===== src/rtl/hazard_ctrl.sv =====
// Pipeline hazard controller: stall and forward selects from an EX/MEM/WB scoreboard.
// Define HAZARD_MDU_STALL_EN to add the mult/div busy counter and its HI/LO stall.
package hazard_ctrl_pkg;
  localparam int unsigned REG_W    = 5;
  localparam int unsigned T_W      = 2;
  localparam int unsigned RES_W    = 2;
  localparam int unsigned FWD_W    = 3;
  localparam int unsigned MD_CNT_W = 4;

  localparam logic [RES_W-1:0] RES_NONE = RES_W'(0);
  localparam logic [RES_W-1:0] RES_ALU  = RES_W'(1);
  localparam logic [RES_W-1:0] RES_MEM  = RES_W'(2);
  localparam logic [RES_W-1:0] RES_PC8  = RES_W'(3);

  localparam logic [FWD_W-1:0] FWD_GRF     = FWD_W'(0);
  localparam logic [FWD_W-1:0] FWD_ALU_MEM = FWD_W'(1);
  localparam logic [FWD_W-1:0] FWD_MDM_MEM = FWD_W'(2);
  localparam logic [FWD_W-1:0] FWD_WD_WB   = FWD_W'(3);
  localparam logic [FWD_W-1:0] FWD_PC8_EX  = FWD_W'(4);
  localparam logic [FWD_W-1:0] FWD_PC8_MEM = FWD_W'(5);
  localparam logic [FWD_W-1:0] FWD_PC8_WB  = FWD_W'(6);

  localparam logic [MD_CNT_W-1:0] MD_MULT_CYC = MD_CNT_W'(5);
  localparam logic [MD_CNT_W-1:0] MD_DIV_CYC  = MD_CNT_W'(10);

  typedef struct packed {
    logic [REG_W-1:0] dst;
    logic [T_W-1:0]   tnew;
    logic [RES_W-1:0] res;
  } stage_t;

  typedef struct packed {
    logic             stall;
    logic [FWD_W-1:0] fwd;
  } src_dec_t;

  localparam stage_t BUBBLE = '0;
endpackage

module hazard_ctrl
  import hazard_ctrl_pkg::*;
(
  input  logic             clk,
  input  logic             reset,
  input  logic [REG_W-1:0] rs_ID,
  input  logic [REG_W-1:0] rt_ID,
  input  logic [T_W-1:0]   tuse_rs_ID,
  input  logic [T_W-1:0]   tuse_rt_ID,
  input  logic [REG_W-1:0] dst_ID,
  input  logic [T_W-1:0]   tnew_ID,
  input  logic [RES_W-1:0] res_ID,
  input  logic             md_start_ID,
  input  logic             md_div_ID,
  input  logic             md_use_ID,
  output logic [FWD_W-1:0] fwd_rs_ID,
  output logic [FWD_W-1:0] fwd_rt_ID,
  output logic             stall,
  output logic             md_busy
);

  stage_t   ex_q, mem_q, wb_q;
  stage_t   id_entry;
  src_dec_t rs_dec, rt_dec;
  logic     md_hazard;

  // A bubble or a no-result instruction never produces a match
  function automatic logic entry_hit(input stage_t e, input logic [REG_W-1:0] src);
    return (src != '0) && (e.dst == src) && (e.res != RES_NONE);
  endfunction

  function automatic stage_t age_entry(input stage_t e);
    stage_t a;
    a = e;
    if (e.tnew != '0) a.tnew = e.tnew - T_W'(1);
    return a;
  endfunction

  // Youngest matching entry decides; a result not yet ready either stalls or reads GRF
  function automatic src_dec_t resolve(input logic [REG_W-1:0] src,
                                       input logic [T_W-1:0]   tuse,
                                       input stage_t           ex,
                                       input stage_t           mem,
                                       input stage_t           wb);
    src_dec_t r;
    r = '0;
    if (entry_hit(ex, src)) begin
      if (ex.tnew > tuse) r.stall = 1'b1;
      else if ((ex.tnew == '0) && (ex.res == RES_PC8)) r.fwd = FWD_PC8_EX;
    end else if (entry_hit(mem, src)) begin
      if (mem.tnew > tuse) r.stall = 1'b1;
      else if (mem.tnew == '0) begin
        case (mem.res)
          RES_ALU: r.fwd = FWD_ALU_MEM;
          RES_MEM: r.fwd = FWD_MDM_MEM;
          RES_PC8: r.fwd = FWD_PC8_MEM;
          default: r.fwd = FWD_GRF;
        endcase
      end
    end else if (entry_hit(wb, src)) begin
      if (wb.tnew > tuse) r.stall = 1'b1;
      else if (wb.tnew == '0) r.fwd = (wb.res == RES_PC8) ? FWD_PC8_WB : FWD_WD_WB;
    end
    return r;
  endfunction

  always_comb begin
    id_entry      = BUBBLE;
    id_entry.dst  = dst_ID;
    id_entry.tnew = tnew_ID;
    id_entry.res  = res_ID;
  end

  always_comb begin
    rs_dec = resolve(rs_ID, tuse_rs_ID, ex_q, mem_q, wb_q);
    rt_dec = resolve(rt_ID, tuse_rt_ID, ex_q, mem_q, wb_q);
  end

  assign stall     = rs_dec.stall | rt_dec.stall | md_hazard;
  assign fwd_rs_ID = rs_dec.fwd;
  assign fwd_rt_ID = rt_dec.fwd;

  // Scoreboard advance; a stalled ID instruction is replaced by a bubble in EX
  always_ff @(posedge clk) begin
    if (reset) begin
      ex_q  <= BUBBLE;
      mem_q <= BUBBLE;
      wb_q  <= BUBBLE;
    end else begin
      ex_q  <= stall ? BUBBLE : id_entry;
      mem_q <= age_entry(ex_q);
      wb_q  <= age_entry(mem_q);
    end
  end

`ifdef HAZARD_MDU_STALL_EN
  logic [MD_CNT_W-1:0] md_cnt_q;
  logic                ex_md_q;
  logic                md_issue;

  assign md_issue = md_start_ID & ~stall;

  // Counter loads on the issuing edge, so ex_md_q only covers the issue cycle itself
  always_ff @(posedge clk) begin
    if (reset) begin
      md_cnt_q <= '0;
      ex_md_q  <= 1'b0;
    end else begin
      ex_md_q <= md_issue;
      if (md_issue) md_cnt_q <= md_div_ID ? MD_DIV_CYC : MD_MULT_CYC;
      else if (md_cnt_q != '0) md_cnt_q <= md_cnt_q - MD_CNT_W'(1);
    end
  end

  assign md_busy   = (md_cnt_q != '0);
  assign md_hazard = md_use_ID & (md_busy | (ex_md_q & (md_cnt_q == '0)));
`else
  logic unused_md;

  assign unused_md = ^{md_start_ID, md_div_ID, md_use_ID};
  assign md_busy   = 1'b0;
  assign md_hazard = 1'b0;
`endif

endmodule

===== config.mk =====
export PLATFORM = sky130hd
export DESIGN_NAME = hazard_ctrl
export DESIGN_NICKNAME = d
export VERILOG_FILES = /design/src/rtl/hazard_ctrl.sv
export SDC_FILE = /design/constraint.sdc
export NUM_CORES = 1
export LEC_CHECK = 0
export ABC_AREA = 1
export BUFFER_PORTS_ARGS = -buffer_cell sky130_fd_sc_hd__buf_2
export CORE_UTILIZATION = 45
export DETAILED_ROUTE_END_ITERATION = 12
export GPL_ROUTABILITY_DRIVEN = 1
export PLACE_DENSITY = 0.71
export SLEW_MARGIN = 20
export SYNTH_ARGS = -nofsm -noshare
export SYNTH_HDL_FRONTEND = slang
export SYNTH_SLANG_ARGS = --single-unit

===== constraint.sdc =====
create_clock -name clk -period 1.9 [get_ports clk]
set_clock_uncertainty 0.2 [all_clocks]
set_input_delay 0 -clock clk [delete_from_list [all_inputs] [get_ports clk]]
set_output_delay 0 -clock clk [all_outputs]
set_load 0.005 [all_outputs]

==> metrics list, run 1 <==
- Run status: complete, no violations
* Root cell of the clock tree: sky130_fd_sc_hd__clkbuf_8
- Number of maximum-capacitance constraint violations: 0
- Minimum setup slack in the final design: 2.89 ps
- Total Nets Final: 386
- In this run the deepest clock path goes through 2 buffers.
- Yosys mapped a number of flops with a built-in enable equal to 0.
- Clock transition time at the flip-flop clock pins of the worst setup and hold paths: 90 ps
- Setup violations remaining at the end of the flow were counted as 0.
* Clock network fraction of total power: 26.7%
* Number of filler instances in the final layout: 368
* Initial standard-cell utilization of the core: 46.7%
- Endpoint type of the worst setup path: output port
- RSZ-0062 raised after global routing: true
- The number of global-route vias before repair came to 1631.
- The clock net in this run drives a total of 27 sinks.
- Routability-driven placement finished with a final weighted congestion of 0.883.
* Total vias in the final route: 1867
- sky130_fd_sc_hd__dfxtp_1 takes more of the synthesized area than any other cell.
* Seq pwr share: 49.9%
* Register bit count reported by yosys: 27
* Path category of the worst min-delay check: flip-flop to flip-flop
- Final standard cell utilization of the core: 59.3%
- Among all cell types in the netlist, the one instantiated most often is sky130_fd_sc_hd__nand2_1.
- Number of DRC violations after detailed routing: 0
* Via count normalized by instance count: 4.73
* Total count of hold-check failures in the final report: 0
* Synth async-reset ratio: 0%
- In the final layout, the share of cells above drive strength 1 is 25.8%.
- CTS Buf Count: 3
* Sequential fraction of the synthesis area: 28.9%
- Total power draw: 1.22 mW
- Count of standard-cell rows: 23
- Wirelength per Cell: 11.2 µm
- Boundary Pins: 36
- The number of different library cells used by synthesis comes to 29.
* Die extent in y: 66.5 µm
- First-pass iteration count of the detailed router: 4
- Arrival @ worst endpoint: 1700 ps
- Number of max-slew violations in the final report: 0
* Pin count of the biggest net entering global routing: 20
- For this design the total switching power over the nets is 0.360 mW.
* Worst IR Drop VDD: 434 µV
- Summed over all layers, the routed wires come to 4410 µm.
* Highest attainable clock frequency: 0.527 GHz
- Worst slack at placement: 45.1 ps
- In the finished design, the share of the clock period the worst path needs comes to 99.8%.
- In the synthesized netlist, the cells that appear most often are sky130_fd_sc_hd__nand2_1, sky130_fd_sc_hd__inv_1, sky130_fd_sc_hd__nor2_1, sky130_fd_sc_hd__dfxtp_1, sky130_fd_sc_hd__nand3_1.
- Combinational cell fraction of total power: 23.4%
- Fin Hold WS: 229 ps
* Number of antenna violations at the first check in global routing: 0
* Launching element type of the critical path: flip-flop
- The first global-routing pass estimated 7020 µm of wire.
- Post-synthesis average cell area: 6.27 µm²
* Crit path time final: 1900 ps
- From left edge to right edge, the die measures 66.5 µm.
- In this run the biggest area consumer among cell types represents 28.9% of the synthesized area.
* Required time worst endpoint: 1700 ps
* Warning count from the yosys run: 0
- Post-Syn Instances: 298
- Drt first-iter violations: 96
- For this design the static power due to leakage is 1.18 nW.
- Critical Path Fanout Max: 3
* Synth area leaders: sky130_fd_sc_hd__dfxtp_1, sky130_fd_sc_hd__nand2_1, sky130_fd_sc_hd__inv_1
- Synthesis-to-layout area growth: 26.9%
* Floorplan die area: 0.00442 mm²
- The count of nets left with antenna violations once routing finished came out at 0.
- In the global route stage, overall resource usage came out at 21.2%.
- Among all flip-flop cells after synthesis, the most frequent one is sky130_fd_sc_hd__dfxtp_1.
- Clock latency reported for the late side of the worst-skew pair: 270 ps
- The total area inside the core boundary comes to 0.00400 mm².
- The HPWL after detailed placement is 3440 µm.
- The number of nets handed over by synthesis was 338.
- Maximum level of the CTS H-tree: 1
* P_int: 0.863 mW
- Critical path start-end classification: flip-flop to output port
* TritonCTS clock tree: yes
- Summing every instance area after synthesis gives 0.00187 mm².
- Port-buffer cells: 31
- Cell area power density: 515 mW/mm²
* Fraction of power spent switching nets: 29.4%
- Diode insertion count for antenna repair: 0
* Aggregate global routing overflow: 0
==> cell type report <==
class | count | area, µm² | share of cell area [%]
Clock buffer | 4 | 45.0 | 1.90
Tap cell | 50 | 62.6 | 2.64
Timing Repair Buffer | 46 | 293 | 12.3
Multi-Input combinational cell | 206 | 1180 | 49.9
Inverter | 62 | 233 | 9.81
Sequential cell | 27 | 556 | 23.4
==> worst max-delay path: stages (launching register included) <==
cell	delay [ps]
sky130_fd_sc_hd__dfxtp_1	340
sky130_fd_sc_hd__inv_1	60
sky130_fd_sc_hd__ha_1	280
sky130_fd_sc_hd__a22oi_2	220
sky130_fd_sc_hd__nand3_1	110
sky130_fd_sc_hd__nand2_1	120
sky130_fd_sc_hd__nand2_4	70
sky130_fd_sc_hd__nand3_1	100
sky130_fd_sc_hd__buf_2	120
==> metal layers <==
metal  vias up  GRT usage, %  wire (µm)
met4         0          7.71         84
met1       819          28.0       2090
met5         -             0          0
met3         8          2.74        180
li1        999             -          -
met2        41          34.9       2060
==> power groups by stage <==
stage	clock network, mW	logic (mW)	registers [mW]
after CTS	0.338	0.266	0.610
final	0.326	0.286	0.610
after floorplan	0	0.164	0.617
after global placement	0	0.237	0.621
after global routing	0.362	0.322	0.613
after detailed placement	0	0.241	0.622
==> metrics by stage <==
step | setup TNS, ps | instances | area, µm²
2_1_floorplan | 0 | 298 | 1870
3_3_place_gp | 0 | 378 | 2090
3_5_place_dp | 0 | 378 | 2090
4_1_cts | -14.8 | 393 | 2280
5_1_grt | -294 | 395 | 2370
6_report | 0 | 395 | 2370
==> kinds of logic (layout without fill, tap and decap cells) <==
group                      count (synthesis)  in the layout  synth area share, %
AOI/OAI and AO/OA                         22             22                 6.76
xor gates and xnor gates                  10             10                 4.69
adders and majority gates                 12             12                 8.03
buffers and inverters                     65            112                 13.3
DFF                                       27             27                 28.9
other                                      1              1                0.201
and+or+nand+nor                          161            161                 38.2
==> what timing repair did <==
action	4_1_cts	5_1_grt
hold buffers	10	0
resized for setup	16	29
setup endpoints to repair	7	13
pin swaps	2	11
endpoints found under the hold margin	27	0
setup buffers	1	2
==> sequential cells by signal (all words and copies together), names as in the netlist <==
signal and flops:
ex_q 9, mem_q 9, wb_q 9
==> worst paths after layout <==
| path | start | to | slack (ps) | cells past startpoint |
|---|---|---|---|---|
| setup / recovery | wb_q[2] | stall | 3 | 8 |
| hold / removal | ex_q[2] | mem_q[2] | 230 | 1 |
| setup reg to reg | ex_q[3] | ex_q[3] | 180 | 8 |
| hold reg to reg | ex_q[2] | mem_q[2] | 230 | 1 |
==> cell usage in the layout (no fill, tap or decap), types with 2 or more instances in the layout <==
master                          synthesis  layout
sky130_fd_sc_hd__nand3_1               14      14
sky130_fd_sc_hd__buf_4                  1       5
sky130_fd_sc_hd__o21ai_0                8       4
sky130_fd_sc_hd__nor2_1                49      41
sky130_fd_sc_hd__inv_2                  1       4
sky130_fd_sc_hd__nand2_4                2       2
sky130_fd_sc_hd__o21ai_1                0       2
sky130_fd_sc_hd__nor2_2                 6      13
sky130_fd_sc_hd__a21oi_1                7       6
sky130_fd_sc_hd__inv_1                 61      58
sky130_fd_sc_hd__nand2_1               69      64
sky130_fd_sc_hd__dlygate4sd3_1          0      10
sky130_fd_sc_hd__dfxtp_2                0       9
sky130_fd_sc_hd__ha_4                   0       2
sky130_fd_sc_hd__xnor2_1               10       9
sky130_fd_sc_hd__nand2_2                2       7
sky130_fd_sc_hd__nor3_2                 0       2
sky130_fd_sc_hd__nor3_1                 7       5
sky130_fd_sc_hd__dfxtp_1               27      17
sky130_fd_sc_hd__o21ai_2                0       2
sky130_fd_sc_hd__nand4_1                6       6
sky130_fd_sc_hd__clkbuf_8               0       3
sky130_fd_sc_hd__ha_1                  12      10
sky130_fd_sc_hd__buf_2                  0      31
Power figures use the tool's default switching activity.
==> run 2, diff against run 1 <==
--- a/config.mk
+++ b/config.mk
@@ -8,6 +8,7 @@
 export ABC_AREA = 1
 export BUFFER_PORTS_ARGS = -buffer_cell sky130_fd_sc_hd__buf_2
 export CORE_UTILIZATION = 45
+export CTS_BUF_LIST = sky130_fd_sc_hd__clkbuf_4 sky130_fd_sc_hd__clkbuf_8
 export DETAILED_ROUTE_END_ITERATION = 12
 export GPL_ROUTABILITY_DRIVEN = 1
 export PLACE_DENSITY = 0.71
==> constraint.sdc (replaced) <==
create_clock -name clk -period 1.9 [get_ports clk]
set_clock_uncertainty 0.2 [all_clocks]
set_input_delay 0 -clock clk [delete_from_list [all_inputs] [get_ports clk]]
set_output_delay 0 -clock clk [all_outputs]
set_load 0.1 [all_outputs]
==> run 2 against run 1 <==
Critical endpoint is now fwd_rs_ID[0]. Register-to-register slack worse by 170 ps. Die area stayed put. Sequential power hardly changed. First-iteration DRC count is 26% higher. The run now ends with setup timing left. Via count is 9.5% higher. Largest cell class unchanged. Maximum frequency is 5.2% lower.
==> metrics list, run 2 (synthesis results as in run 1) <==
- The run finished, with violations left.
- The final reports fail on setup timing.
- In this run the deepest clock path goes through 2 buffers.
- Combinational cell fraction of total power: 28.6%
- Worst IR Drop VDD: 519 µV
- Required time worst endpoint: 1700 ps
* Cell Count, Final, Fillers Out: 402
* Root cell of the clock tree: sky130_fd_sc_hd__clkbuf_8
- The signal on the critical path passes through nor2_1, nor2_1, nand2_1, nor2_2, and2_4, nand2_1, o21ai_1, nand2_1, nor2_4, buf_12.
- Crit path time final: 2000 ps
* Top cell by count, worst path: sky130_fd_sc_hd__nand2_1
* TritonCTS clock tree: yes
- Across the run, the number of max-cap violations was 0.
- The worst setup path is of the flip-flop to output port kind.
* Estimated wirelength of the detail-placed design: 3630 µm
* Drt first-iter violations: 121
* Most common library cell in the layout ignoring fill and taps: sky130_fd_sc_hd__nand2_1
- Relative to the synthesized area, the layout overhead comes to 51.9%.
* Worst Path Buf+Inv: 1
- Via count normalized by instance count: 5.08
- Pin count of the biggest net entering global routing: 17
* Total clock sinks: 27
* Worst slack at placement: 35.8 ps
* Maximum level of the CTS H-tree: 1
- The largest registers in the layout are ex_q: 9 flops, mem_q: 9 flops, wb_q: 9 flops.
- Measured along the y axis, the die boundary spans 66.5 µm.
- The initial antenna violation count was 0.
- First-pass iteration count of the detailed router: 4
- Routability-driven placement finished with a final weighted congestion of 0.856.
- Cell type of the slowest stage on the worst timing path: sky130_fd_sc_hd__dfxtp_1
- Area of all placed cells without fillers: 0.00284 mm²
- Boundary Pins: 36
* Number of instances in the placed design: 384
- Floorplan die area: 0.00442 mm²
- Clock-pin slew was measured on the worst setup and hold paths at 100 ps.
- Fraction of power spent switching nets: 33.0%
- Number of routed nets with antenna violations: 0
* Initial standard-cell utilization of the core: 46.7%
- RSZ-0062 raised after global routing: true
* Final setup fails: 7
- Number of max-slew violations in the final report: 0
* Number of global-route vias before repair: 1880
* Final period util: 105%
* Total vias in the final route: 2044
- The count of buffers added on input and output ports is 31.
- Fin Hold WS: 246 ps
- Clock network fraction of total power: 25.6%
* Worst path max stage delay: 360 ps
- The first global-routing pass estimated 7850 µm of wire.
- P_int: 0.896 mW
- Summed over all nets, the switching power comes to 0.441 mW.
- Measured on the finished design, the core utilization comes to 71.0%.
- In the post-route analysis, the smallest setup slack over all paths is -102 ps.
- Total power for the finished layout comes to 1.34 mW.
* Global routing usage summed across all routing layers: 23.5%
- CTS Buf Count: 3
- The floorplan has 23 rows.
* Aggregate global routing overflow: 0
- Cell area power density: 471 mW/mm²
* Launching element type of the critical path: flip-flop
- Core region area: 0.00400 mm²
* Total Nets Final: 393
- Highest attainable clock frequency: 0.499 GHz
* Area of placed instances: 0.00229 mm²
- Summed over all layers, the routed wires come to 5390 µm.
* Total count of hold-check failures in the final report: 0
- The repair_antennas step left the layout with diodes totalling 0.
- Fraction of layout instances using a drive strength above 1: 40.6%
* Cell family with most CP delay: simple AND/OR/NAND/NOR gates
* Number of filler instances in the final layout: 313
- Setup total negative slack on the finished layout was measured at -519 ps.
- Summed over all cells, the static leakage comes to 1.28 nW.
* Commonest non-fill, non-tap cells in the layout: sky130_fd_sc_hd__nand2_1, sky130_fd_sc_hd__inv_1, sky130_fd_sc_hd__nor2_1, sky130_fd_sc_hd__buf_2, sky130_fd_sc_hd__dfxtp_2
- Seq pwr share: 45.8%
- Arrival @ worst endpoint: 1800 ps
- Endpoint type of the worst setup path: output port
- Wirelength per Cell: 13.4 µm
- Clock latency reported for the late side of the worst-skew pair: 280 ps
* Path category of the worst min-delay check: flip-flop to flip-flop
- Along the worst path, the maximum fanout reaches 3.
- For this run, design rule violations remaining after detail routing come to 0.
- In this run the horizontal extent of the chip is 66.5 µm.
run 2: power by group through the flow:
stage | clock [mW] | sequential (mW) | combinational [mW]
CTS | 0.351 | 0.610 | 0.329
global placement | 0 | 0.620 | 0.277
finish | 0.342 | 0.613 | 0.382
detailed placement | 0 | 0.621 | 0.284
floorplan | 0 | 0.617 | 0.191
global route | 0.371 | 0.616 | 0.417
run 2: repair_timing:
action	in CTS	in global routing
hold buffers	10	0
setup buffers	2	3
pin swaps	16	25
cloned	0	1
endpoints found under the setup margin	7	15
hold endpoints to repair	23	0
gates resized for setup	57	46
run 2: layout make-up:
class	count	area, µm²	share of cell area [%]
well taps	50	62.6	2.20
inverters	62	240	8.46
clock buffers	3	41.3	1.45
flip-flops and latches	27	576	20.3
repair buffers	52	447	15.7
clock inverters	1	7.51	0.264
multi-input cells	207	1470	51.6
run 2: metal layers:
metal  vias to the layer above  wire (µm)  GRT usage, %
met1                       961       2390          30.5
li1                       1018          -             -
met4                         0         86          8.78
met3                         9        186          2.74
met5                         -          0             0
met2                        56       2730          39.7
run 2: worst min-delay path: stages, from the launching register on:
cell and delay (ps):
sky130_fd_sc_hd__dfxtp_2 340, sky130_fd_sc_hd__inv_2 50, sky130_fd_sc_hd__nor2_1 30
run 2: worst paths after layout:
| kind | start | endpoint | slack, ps | cells after the start |
|---|---|---|---|---|
| setup reg to reg | mem_q[3] | ex_q[6] | 10 | 12 |
| setup / recovery | wb_q[0] | fwd_rs_ID[0] | -100 | 10 |
| hold reg to reg | ex_q[5] | mem_q[5] | 250 | 2 |
| hold / removal | ex_q[5] | mem_q[5] | 250 | 2 |
